File: src/rtl/fta_arbiter32.sv
// Round-robin arbiter sharing one registered 32-bit FTA slave port among NREQ requesters.
// The response is steered back combinationally; a watchdog forces err on a silent slave.
package fta_arbiter32_pkg;

   typedef struct packed {
      logic        cyc;
      logic        we;
      logic [3:0]  sel;
      logic [31:0] adr;
      logic [31:0] dat;
      logic [2:0]  cti;
      logic [5:0]  blen;
      logic [3:0]  pri;
   } fta_cmd_request32_t;

   typedef struct packed {
      logic        ack;
      logic        err;
      logic        rty;
      logic        next;
      logic        stall;
      logic [31:0] dat;
   } fta_cmd_response32_t;

endpackage

module fta_arbiter32
   import fta_arbiter32_pkg::*;
#(
   parameter int NREQ    = 4,
   parameter int TIMEOUT = 1023
) (
   input  logic                rst_i,
   input  logic                clk_i,
   input  fta_cmd_request32_t  req_i  [NREQ],
   output fta_cmd_response32_t resp_o [NREQ],
   output fta_cmd_request32_t  req_o,
   input  fta_cmd_response32_t resp_i,
   output logic [NREQ-1:0]     gnt_o,
   output logic                tmo_o
);

   localparam int OW = $clog2(NREQ);

   typedef enum logic [1:0] {
      IDLE,
      GRANT,
      WAIT_REL
   } state_t;

   state_t             state_q, state_d;
   logic [OW-1:0]      owner_q, owner_d;
   logic [OW-1:0]      rr_ptr_q, rr_ptr_d;
   logic [9:0]         wd_cnt_q, wd_cnt_d;
   fta_cmd_request32_t req_q, req_d;
   logic [NREQ-1:0]    gnt_q, gnt_d;

   logic               found;
   logic [OW-1:0]      win;
   logic [OW-1:0]      cand;
   logic [OW-1:0]      next_ptr;
   logic               owner_cyc;
   logic               slave_resp;
   logic               fire;

   // First requester at or after rr_ptr, wrapping modulo NREQ.
   always_comb begin
      found = 1'b0;
      win   = '0;
      cand  = '0;
      for (int unsigned i = 0; i < NREQ; i++) begin
         cand = OW'((32'(rr_ptr_q) + i) % NREQ);
         if (!found && req_i[cand].cyc) begin
            found = 1'b1;
            win   = cand;
         end
      end
   end

   always_comb begin
      owner_cyc  = req_i[owner_q].cyc;
      next_ptr   = (owner_q == OW'(NREQ - 1)) ? '0 : owner_q + 1'b1;
      slave_resp = resp_i.ack | resp_i.err | resp_i.rty;
      // A release in the expiry cycle wins over the watchdog.
      fire       = (state_q == GRANT) && owner_cyc && !slave_resp &&
                   (wd_cnt_q == 10'(TIMEOUT));
   end

   always_comb begin
      state_d  = state_q;
      owner_d  = owner_q;
      rr_ptr_d = rr_ptr_q;
      wd_cnt_d = wd_cnt_q;
      req_d    = '0;
      gnt_d    = gnt_q;
      case (state_q)
         IDLE: begin
            gnt_d = '0;
            if (found) begin
               state_d    = GRANT;
               owner_d    = win;
               req_d      = req_i[win];
               gnt_d[win] = 1'b1;
               wd_cnt_d   = '0;
            end
         end
         GRANT: begin
            if (!owner_cyc) begin
               state_d  = IDLE;
               gnt_d    = '0;
               rr_ptr_d = next_ptr;
               wd_cnt_d = '0;
            end else if (fire) begin
               state_d  = WAIT_REL;
               wd_cnt_d = '0;
            end else begin
               req_d    = req_i[owner_q];
               wd_cnt_d = slave_resp ? '0 : wd_cnt_q + 10'd1;
            end
         end
         WAIT_REL: begin
            if (!owner_cyc) begin
               state_d  = IDLE;
               gnt_d    = '0;
               rr_ptr_d = next_ptr;
            end
         end
         default: begin
            state_d = IDLE;
            gnt_d   = '0;
         end
      endcase
   end

   // Waiting requesters see stall; only the owner in GRANT sees the slave.
   always_comb begin
      for (int unsigned n = 0; n < NREQ; n++) begin
         resp_o[n]       = '0;
         resp_o[n].stall = req_i[n].cyc;
      end
      if (state_q == GRANT) begin
         resp_o[owner_q] = resp_i;
         if (fire) begin
            resp_o[owner_q].err = 1'b1;
         end
      end
      tmo_o = fire;
   end

   always_ff @(posedge clk_i) begin
      if (rst_i) begin
         state_q  <= IDLE;
         owner_q  <= '0;
         rr_ptr_q <= '0;
         wd_cnt_q <= '0;
         req_q    <= '0;
         gnt_q    <= '0;
      end else begin
         state_q  <= state_d;
         owner_q  <= owner_d;
         rr_ptr_q <= rr_ptr_d;
         wd_cnt_q <= wd_cnt_d;
         req_q    <= req_d;
         gnt_q    <= gnt_d;
      end
   end

   assign req_o = req_q;
   assign gnt_o = gnt_q;

endmodule

File: config.mk
export PLATFORM = sky130hd
export DESIGN_NAME = fta_arbiter32
export DESIGN_NICKNAME = d
export VERILOG_FILES = /design/src/rtl/fta_arbiter32.sv
export SDC_FILE = /design/constraint.sdc
export NUM_CORES = 1
export LEC_CHECK = 0
export CORE_AREA = 5 5 233 235
export CTS_CLUSTER_DIAMETER = 30
export DETAILED_ROUTE_END_ITERATION = 8
export DIE_AREA = 0 0 238 240
export GPL_TIMING_DRIVEN = 0
export PLACE_DENSITY_LB_ADDON = 0.08
export SLEW_MARGIN = 10
export SYNTH_ARGS = -nofsm -noshare
export SYNTH_HDL_FRONTEND = slang
export SYNTH_SLANG_ARGS = --single-unit
File: constraint.sdc
create_clock -name clk_i -period 2 [get_ports clk_i]
set_input_delay 0.4 -clock clk_i [delete_from_list [all_inputs] [get_ports clk_i]]
set_output_delay 0.4 -clock clk_i [all_outputs]
set_load 0.01 [all_outputs]
# Yosys cells after proc, flatten, opt, wreduce, memory -nomap -nowiden
# Index checks and enable logic that the tools add are counted.
# classes
bitwise	9
mux	54
shifts	0
n_eq_ne	8
div	0
addsub	5
n_reduce_logical	19
magnitude_cmp	9
multipliers	0
# op_table
op	n
$mux W83	15
$bmux W83 S2	6
$bwmux W148	2
$mux W148	2
$pmux W83 S2	1
$demux W37 S2	2
$mux W10	4
$mux W37	1
$mux W36	1
$pmux W10 S2	1
$ge A3 B3 Y1 const B	6
$mux W2	9
$not A2 Y3	6
$add A10 B1 Y10 const B	1
$eq A10 B10 Y1 const B	1
$logic_and A1 B1 Y1	8
$mux W4	2
$pmux W4 S2	1
$ne A2 B2 Y1 const B	3
$pmux W2 S3	1
$reduce_and A2 Y1	3
$mux W1	5
$add A2 B1 Y2 const B	2
$add A2 B2 Y2 const B	2
other kinds (14)	19
# totals
input_bits	371
out_inout_bits	236
romBits	0
reg_bits	103
wordCells	117
ram_bits	0
n_memories	0
latch_bits	0

# Longest topological paths before layout
# Gate-level depths: netlist of the first run.
# depth
depth_word	20
mapped_depth	7
mapped_depth_nobuf	7

# Worst setup path after synthesis of the first run
# OpenSTA, ideal clock, no wires.
# synth_path
kind	register to output
from	reg owner_q[1]
to	out resp_o[106] (netlist bit)
path_stages_with_launch	7
path_slack_ns	-0.256
path_buffers	2
required_ns	1.600
arrival_ns	1.856
path_cell_list	dfxtp_1 clkbuf_1 clkbuf_1 inv_1 ha_1 nand2_1 mux2_2
# synth_lines
element	line	rtl
start, declared	52	logic [OW-1:0] owner_q, owner_d;
start signal, assigned	160	owner_q <= owner_d;
end, declared	36	output fta_cmd_response32_t resp_o [NREQ],

==> Flow_metrics.wiki, run 1 <==
{| class="wikitable"
! Metric !! Value
|-
| Vias per cell || 5.08
|-
| Setup skew after layout || 0.00790 ns
|-
| Syn. warnings || 0
|-
| Top fanout value on the critical path || 4
|-
| Violations in the final reports || negative setup slack
|-
| Average cell area after synthesis || 8.95 µm²
|-
| Post-Synthesis Cells || 1083
|-
| Max-Cap Viols || 0
|-
| Most common cell after layout, fill and taps aside || clkdlybuf4s50_1
|-
| Worst Setup Path Type || reg2out
|-
| Die Footprint || 57100 µm²
|-
| Effective utilization at floorplan || 18.6%
|-
| Setup ws final || -0.552 ns
|-
| Final Hold Vio Count || 0
|-
| Result of the run || finished, violations left
|-
| Horizontal extent of the die || 238 µm
|-
| Cell at the root of the clock tree || clkbuf_16
|-
| Number of H-tree branching levels || 3
|-
| Peak supply drop || 0.000381 V
|-
| Fraction of final layout cells with drive strength greater than 1 || 37.0%
|-
| Remaining antenna violation count after routing || 0
|-
| DR pass1 iterations || 4
|-
| Layout Utilization || 38.9%
|-
| Dominant cell type by area after synthesis || dfxtp_1
|-
| Later-pin clock latency in the skew report || 0.40 ns
|-
| Number of remaining DRC errors || 0
|-
| Net count after synthesis || 1463
|-
| Final worst path period share || 128%
|-
| Via count of the first global-routing pass || 13100
|-
| Slew at the pin closest to its max-slew limit || 0.929 ns
|-
| Number of inserted filler cells in the final layout || 5243
|-
| Commonest cells after routing, fill and taps aside || clkdlybuf4s50_1 (450), buf_6 (173), and3_4 (124)
|-
| Yosys reg bits || 103
|-
| Global route hottest layer || met2
|-
| DIE HEIGHT || 240 µm
|-
| DP Wirelength || 51500 µm
|-
| Clock sink total || 103
|-
| Synth area leaders || dfxtp_1 (21%), mux4_2 (19%), and3_1 (9.1%)
|-
| Clk pin slew, worst setup/hold paths || 0.08 ns
|-
| Slew Limit Fails || 0
|-
| Capturing element type of the critical path || primary output
|-
| Met3 usage || 6.03%
|-
| Fin crit period || 2.55 ns
|-
| Hold buffers post-CTS || 0
|-
| Cell area after technology mapping || 9700 µm²
|-
| Area grow syn2layout || 109%
|-
| Placement row count || 84
|-
| Relative slew slack || 38.1%
|-
| Leak pwr || 7.74 nW
|-
| Sum of routed wire length over all layers || 69900 µm
|-
| Final net count || 2197
|-
| Met1 GRT Util || 29.4%
|-
| Power per standard cell area || 501 nW/µm²
|-
| Vias post-DR || 12800
|-
| Highest Clock Rate || 0.392 GHz
|-
| I/O pin total || 607
|-
| Global placer's final weighted congestion || 0.868
|-
| IO Port Bufs || 605
|-
| Number of antenna violations at the first check in global routing || 17
|-
| Arrival time at the worst endpoint || 2.15 ns
|-
| Count of flip-flops with a built-in enable after synthesis || 0
|-
| Unique masters post-synth || 48
|-
| Largest net degree at the start of global routing || 18
|-
| Top cell type's share of synthesized area || 21.3%
|-
| Dpl ws || -1.62 ns
|-
| Met2 routing resource usage after global routing || 38.1%
|-
| Final Setup Violations || 233
|-
| CTS tree || done
|-
| Required time of the worst setup path || 1.60 ns
|-
| Total negative setup slack || -61.67 ns
|-
| Aggregate global-route resource usage || 22.6%
|-
| Remaining global-route overflow || 0
|-
| Class of the worst hold path || reg2reg
|-
| Synth Flop Type || dfxtp_1
|-
| Initial detailed-routing violation count || 659
|-
| Setup repair after global routing missed its margin || yes
|-
| Async set-or-reset flop fraction in the synthesized netlist || 0%
|-
| Sequential area share after synthesis || 21.3%
|-
| Number of buffers created by CTS || 9
|-
| Critical Path Source Type || register
|-
| Placeable Area || 52000 µm²
|-
| Global-route wire length before repair || 95500 µm
|-
| Routed wire length per instance || 27.7 µm
|-
| Maximum buffer depth of the clock tree || 2
|}
-- final timing paths --
kind | from | end | slack [ns] | cells past startpoint
hold reg to reg | gnt_o[2] | gnt_o[2] | 0.46 | 2
hold / removal | gnt_o[2] | gnt_o[2] | 0.46 | 2
setup / recovery | owner_q[0] | resp_o[146] | -0.55 | 7
setup reg to reg | owner_q[0] | req_o[32] | -0.15 | 11
-- sequential cells by signal, summed over array words and instances (netlist names) --
signal,flops
owner_q,2
req_o,83
rr_ptr_q,2
gnt_o,4
state_q,2
wd_cnt_q,10
-- timing repair --
item                       in CTS  in global routing
gates resized for setup      1017                302
setup buffers                  77                 25
gates cloned                   14                 10
pin swaps                      21                 38
setup endpoints to repair     246                247
-- where the power goes --
group / internal (mW) / switching (mW)
Combinational: 3.08 / 2.50
Sequential: 2.32 / 0.0932
Clock: 1.10 / 1.03
-- worst max-delay path, stage by stage (launching register included) --
cell and delay (ns):
dfxtp_4 0.38, buf_8 0.13, mux4_2 0.57, nand2_4 0.10
and2b_2 0.25, nor2_4 0.12, nor2_1 0.06, buf_2 0.15
-- synth_stat cells, types with 2 or more instances --
library cell / number
dfxtp_1: 103
mux4_2: 83
buf_4: 5
a21o_1: 83
clkbuf_1: 108
mux2_2: 4
mux2i_1: 86
nand2b_1: 4
inv_1: 7
nor2_1: 26
nand3_1: 6
buf_2: 13
o211ai_1: 82
xnor2_1: 3
nand2_1: 96
nand4_1: 85
nand3b_1: 2
a21oi_1: 10
and3_1: 141
nor3_1: 2
a22oi_1: 3
a211oi_1: 3
o31ai_1: 82
nor2b_1: 2
ha_1: 9
buf_1: 9
xor2_1: 5
-- stage by stage --
step	hold WS, ns	instance area (µm²)	instances	power, mW
after detailed placement	0.448	16700	2378	6.83
after CTS	0.461	18900	2482	9.80
final	0.459	20200	2520	10.1
after floorplan	0.457	9740	1083	4.43
after global routing	0.466	20200	2518	10.6
after global placement	0.453	16700	2376	6.82
-- area by class of cell --
| class | count | area (µm²) | area share, % |
|---|---|---|---|
| multi-input combinational | 838 | 8010 | 39.6 |
| inverter | 7 | 42.5 | 0.210 |
| clock inverter | 7 | 96.3 | 0.476 |
| sequential | 103 | 2080 | 10.3 |
| antenna | 10 | 25.0 | 0.124 |
| clock buffer | 9 | 225 | 1.11 |
| timing repair buffer | 725 | 7700 | 38.1 |
| tap | 688 | 861 | 4.25 |
| buffer | 133 | 1200 | 5.93 |
-- cell families after synthesis --
family	synth area share (%)
buffers and inverters	5.86
multiplexers	28.6
adder cells (fa/ha/maj)	1.16
flip-flops	21.3
AND/OR/NAND/NOR	21.5
XOR/XNOR	0.723
AO/OA/AOI/OAI	20.8
-- layer usage --
layer | wire length [µm] | vias up
met1 | 29800 | 6431
li1 | - | 5775
met2 | 33600 | 476
met3 | 4850 | 90
met5 | 107 | -
met4 | 1490 | 18
Power figures use the tool's default switching activity.
==> run 2, diff against run 1 <==
--- a/config.mk
+++ b/config.mk
@@ -5,11 +5,10 @@
 export SDC_FILE = /design/constraint.sdc
 export NUM_CORES = 1
 export LEC_CHECK = 0
+export ABC_AREA = 0
 export CORE_AREA = 5 5 233 235
-export CTS_CLUSTER_DIAMETER = 30
 export DETAILED_ROUTE_END_ITERATION = 8
 export DIE_AREA = 0 0 238 240
-export GPL_TIMING_DRIVEN = 0
 export PLACE_DENSITY_LB_ADDON = 0.08
 export SLEW_MARGIN = 10
 export SYNTH_ARGS = -nofsm -noshare
==> run 2 against run 1 <==
Compared with the run above: the run still ends with negative setup slack left; design area decreased by 9.6%; clock-buffer cell count increased by 3; critical path type unchanged; fmax increased by 3.6%.
==> Flow_metrics.wiki, run 2 (synthesized netlist as in run 1, its figures left out) <==
{| class="wikitable"
! Metric !! Value
|-
| Final worst path period share || 123%
|-
| Setup skew after layout || 0.0134 ns
|-
| Total negative setup slack || -23.59 ns
|-
| Critical R2R Capture || req_o[74]
|-
| Peak supply drop || 0.000411 V
|-
| Flop2flop setup slack || 0 ns
|-
| Most common cell after layout, fill and taps aside || clkdlybuf4s50_1
|-
| Final Setup Violations || 137
|-
| Arrival time at the worst endpoint || 2.06 ns
|-
| DP Wirelength || 46600 µm
|-
| Routed wire length per instance || 26.1 µm
|-
| Highest Clock Rate || 0.406 GHz
|-
| Cell at the root of the clock tree || clkbuf_16
|-
| Aggregate global-route resource usage || 20.6%
|-
| Setup ws final || -0.463 ns
|-
| Number of remaining DRC errors || 0
|-
| Worst path bufs/invs || 4
|-
| Global-route wire length before repair || 88500 µm
|-
| Flip-flop count of the largest register after layout || 83
|-
| Placement row count || 84
|-
| Largest net degree at the start of global routing || 55
|-
| Worst Setup Path Type || reg2out
|-
| Clk pin slew, worst setup/hold paths || 0.08 ns
|-
| Final Hold Vio Count || 0
|-
| Horizontal extent of the die || 238 µm
|-
| Number of H-tree branching levels || 3
|-
| Result of the run || finished, violations left
|-
| IO Port Bufs || 606
|-
| Number of buffers created by CTS || 9
|-
| Commonest cells after routing, fill and taps aside || clkdlybuf4s50_1 (460), and3_1 (135), buf_4 (112)
|-
| Final net count || 2115
|-
| Die Footprint || 57100 µm²
|-
| Global placer's final weighted congestion || 0.867
|-
| Relative slew slack || 35.0%
|-
| Initial detailed-routing violation count || 719
|-
| Net switching power || 3.28 mW
|-
| Min-Delay Startpoint || gnt_o[1]
|-
| Vias post-DR || 12200
|-
| Setup repair after global routing missed its margin || yes
|-
| DR pass1 iterations || 5
|-
| Finished Layout Cells || 2442
|-
| Internal power summed over all cells || 5.94 mW
|-
| Dpl ws || -0.950 ns
|-
| Required time of the worst setup path || 1.60 ns
|-
| Number of antenna violations at the first check in global routing || 14
|-
| Clock sink total || 103
|-
| Violations in the final reports || negative setup slack
|-
| FF-to-FF Start || state_q[1]
|-
| Fin crit period || 2.46 ns
|-
| Most prevalent standard cell on the critical path || buf_4
|-
| Slew at the pin closest to its max-slew limit || 0.975 ns
|-
| Class of the worst hold path || reg2reg
|-
| Effective utilization at floorplan || 18.6%
|-
| I/O pin total || 607
|-
| FF+latch area || 2070 µm²
|-
| Overall power || 9.23 mW
|-
| Critical Path Source Type || register
|-
| Part of the total power dissipated in combinational logic || 52.7%
|-
| DIE HEIGHT || 240 µm
|-
| Fraction of power consumed by the clock network || 21.2%
|-
| Highest-delay cell along the critical path || clkdlybuf4s50_1
|-
| Power share of the sequential group || 26.1%
|-
| Layout Utilization || 35.2%
|-
| Fraction of final layout cells with drive strength greater than 1 || 23.4%
|-
| Combined area of the multi-input logic cells || 7270 µm²
|-
| Maximum buffer depth of the clock tree || 2
|-
| Remaining global-route overflow || 0
|-
| Slew Limit Fails || 0
|-
| Sum of routed wire length over all layers || 63700 µm
|-
| Number of inserted filler cells in the final layout || 5430
|-
| Maximum cell stage delay along the critical path || 0.53 ns
|-
| Placeable Area || 52000 µm²
|-
| Worst-path cell chain || buf_4, ha_4, buf_8, buf_4, and3_1, clkdlybuf4s50_1
|-
| Area grow syn2layout || 88.7%
|-
| Switching power as a share of total power || 35.6%
|-
| Remaining antenna violation count after routing || 0
|-
| Number of placed instances with taps included || 2385
|-
| Cell family with the largest share of critical-path delay || buffers and inverters
|-
| Leak pwr || 7.48 nW
|-
| Destination of the worst hold path || gnt_o[1]
|-
| Length in cells of the worst reg-to-reg path || 11
|-
| Vias per cell || 5.00
|-
| Via count of the first global-routing pass || 12500
|-
| Top fanout value on the critical path || 12
|-
| Later-pin clock latency in the skew report || 0.39 ns
|-
| Capturing element type of the critical path || primary output
|-
| CTS tree || done
|-
| Power per standard cell area || 504 nW/µm²
|-
| Hold Path Cell Cnt || 2
|-
| Max-Cap Viols || 0
|}
[run 2: cell types whose count changed in the layout (fill, tap and decap cells not counted), moves of 13 or more]
cell / previous run / this run
buf_6: 173 / 29
and3_1: 17 / 135
and3_4: 124 / 5
nand2_1: 67 / 92
buf_4: 43 / 112
nand2_2: 22 / 1
clkbuf_1: 21 / 3
buf_8: 28 / 4
clkbuf_4: 13 / 0
dlygate4sd2_1: 3 / 45
clkbuf_2: 49 / 30
clkdlybuf4s15_2: 2 / 17
[run 2: final cells by class]
class | count | area share [%]
sequential | 103 | 11.3
clock buffer | 12 | 1.29
clock inverter | 4 | 0.253
multi-input combinational | 838 | 39.8
inverter | 7 | 0.157
antenna | 14 | 0.191
tap | 688 | 4.71
timing repair buffer | 776 | 42.3
[run 2: how the worst max path moves through the flow]
stage,startpoint,endpoint,slack [ns],cells after the start
floorplan,req_i[82],resp_o[35],-0.05,6
global placement,req_i[82],resp_o[109],-0.98,7
detailed placement,req_i[82],resp_o[109],-0.95,7
CTS,owner_q[0],resp_o[72],-0.54,7
global route,owner_q[0],resp_o[23],-0.56,6
finish,owner_q[0],resp_o[89],-0.46,6
[run 2: layer usage]
metal  part of all wire, %  global-route usage [%]  vias to the layer above
met5                     0                       0                        -
met4                   1.5                    4.71                        0
met3                   6.8                    5.76                       46
met2                    49                    34.4                      467
met1                    43                    26.7                     6109
li1                      -                       -                     5598
[run 2: timing repair]
action,in CTS,in global routing
hold buffers,0,0
setup buffers,6,15
setup endpoints to repair,227,227
cloned,4,6
pin swaps,6,5
resized for setup,323,171
[run 2: power groups by stage]
stage                     logic [mW]  registers (mW)  clock network [mW]
after floorplan                 1.86            2.57                   0
after global placement          4.66            2.46                   0
after detailed placement        4.66            2.46                   0
after CTS                       4.77            2.41                2.08
after global routing            5.17            2.43                2.13
final                           4.86            2.41                1.96
[run 2: tightest hold or removal path, cell delays in order, from the launching register on]
cell,delay (ns)
dfxtp_1,0.32
nand2_1,0.05
a21oi_1,0.05
[run 2: metrics by stage]
step                hold slack [ns]  area, µm²
CTS                           0.467      18100
finish                        0.469      18300
global placement              0.448      17700
detailed placement            0.455      17700
floorplan                     0.457       9740
global route                  0.474      18300
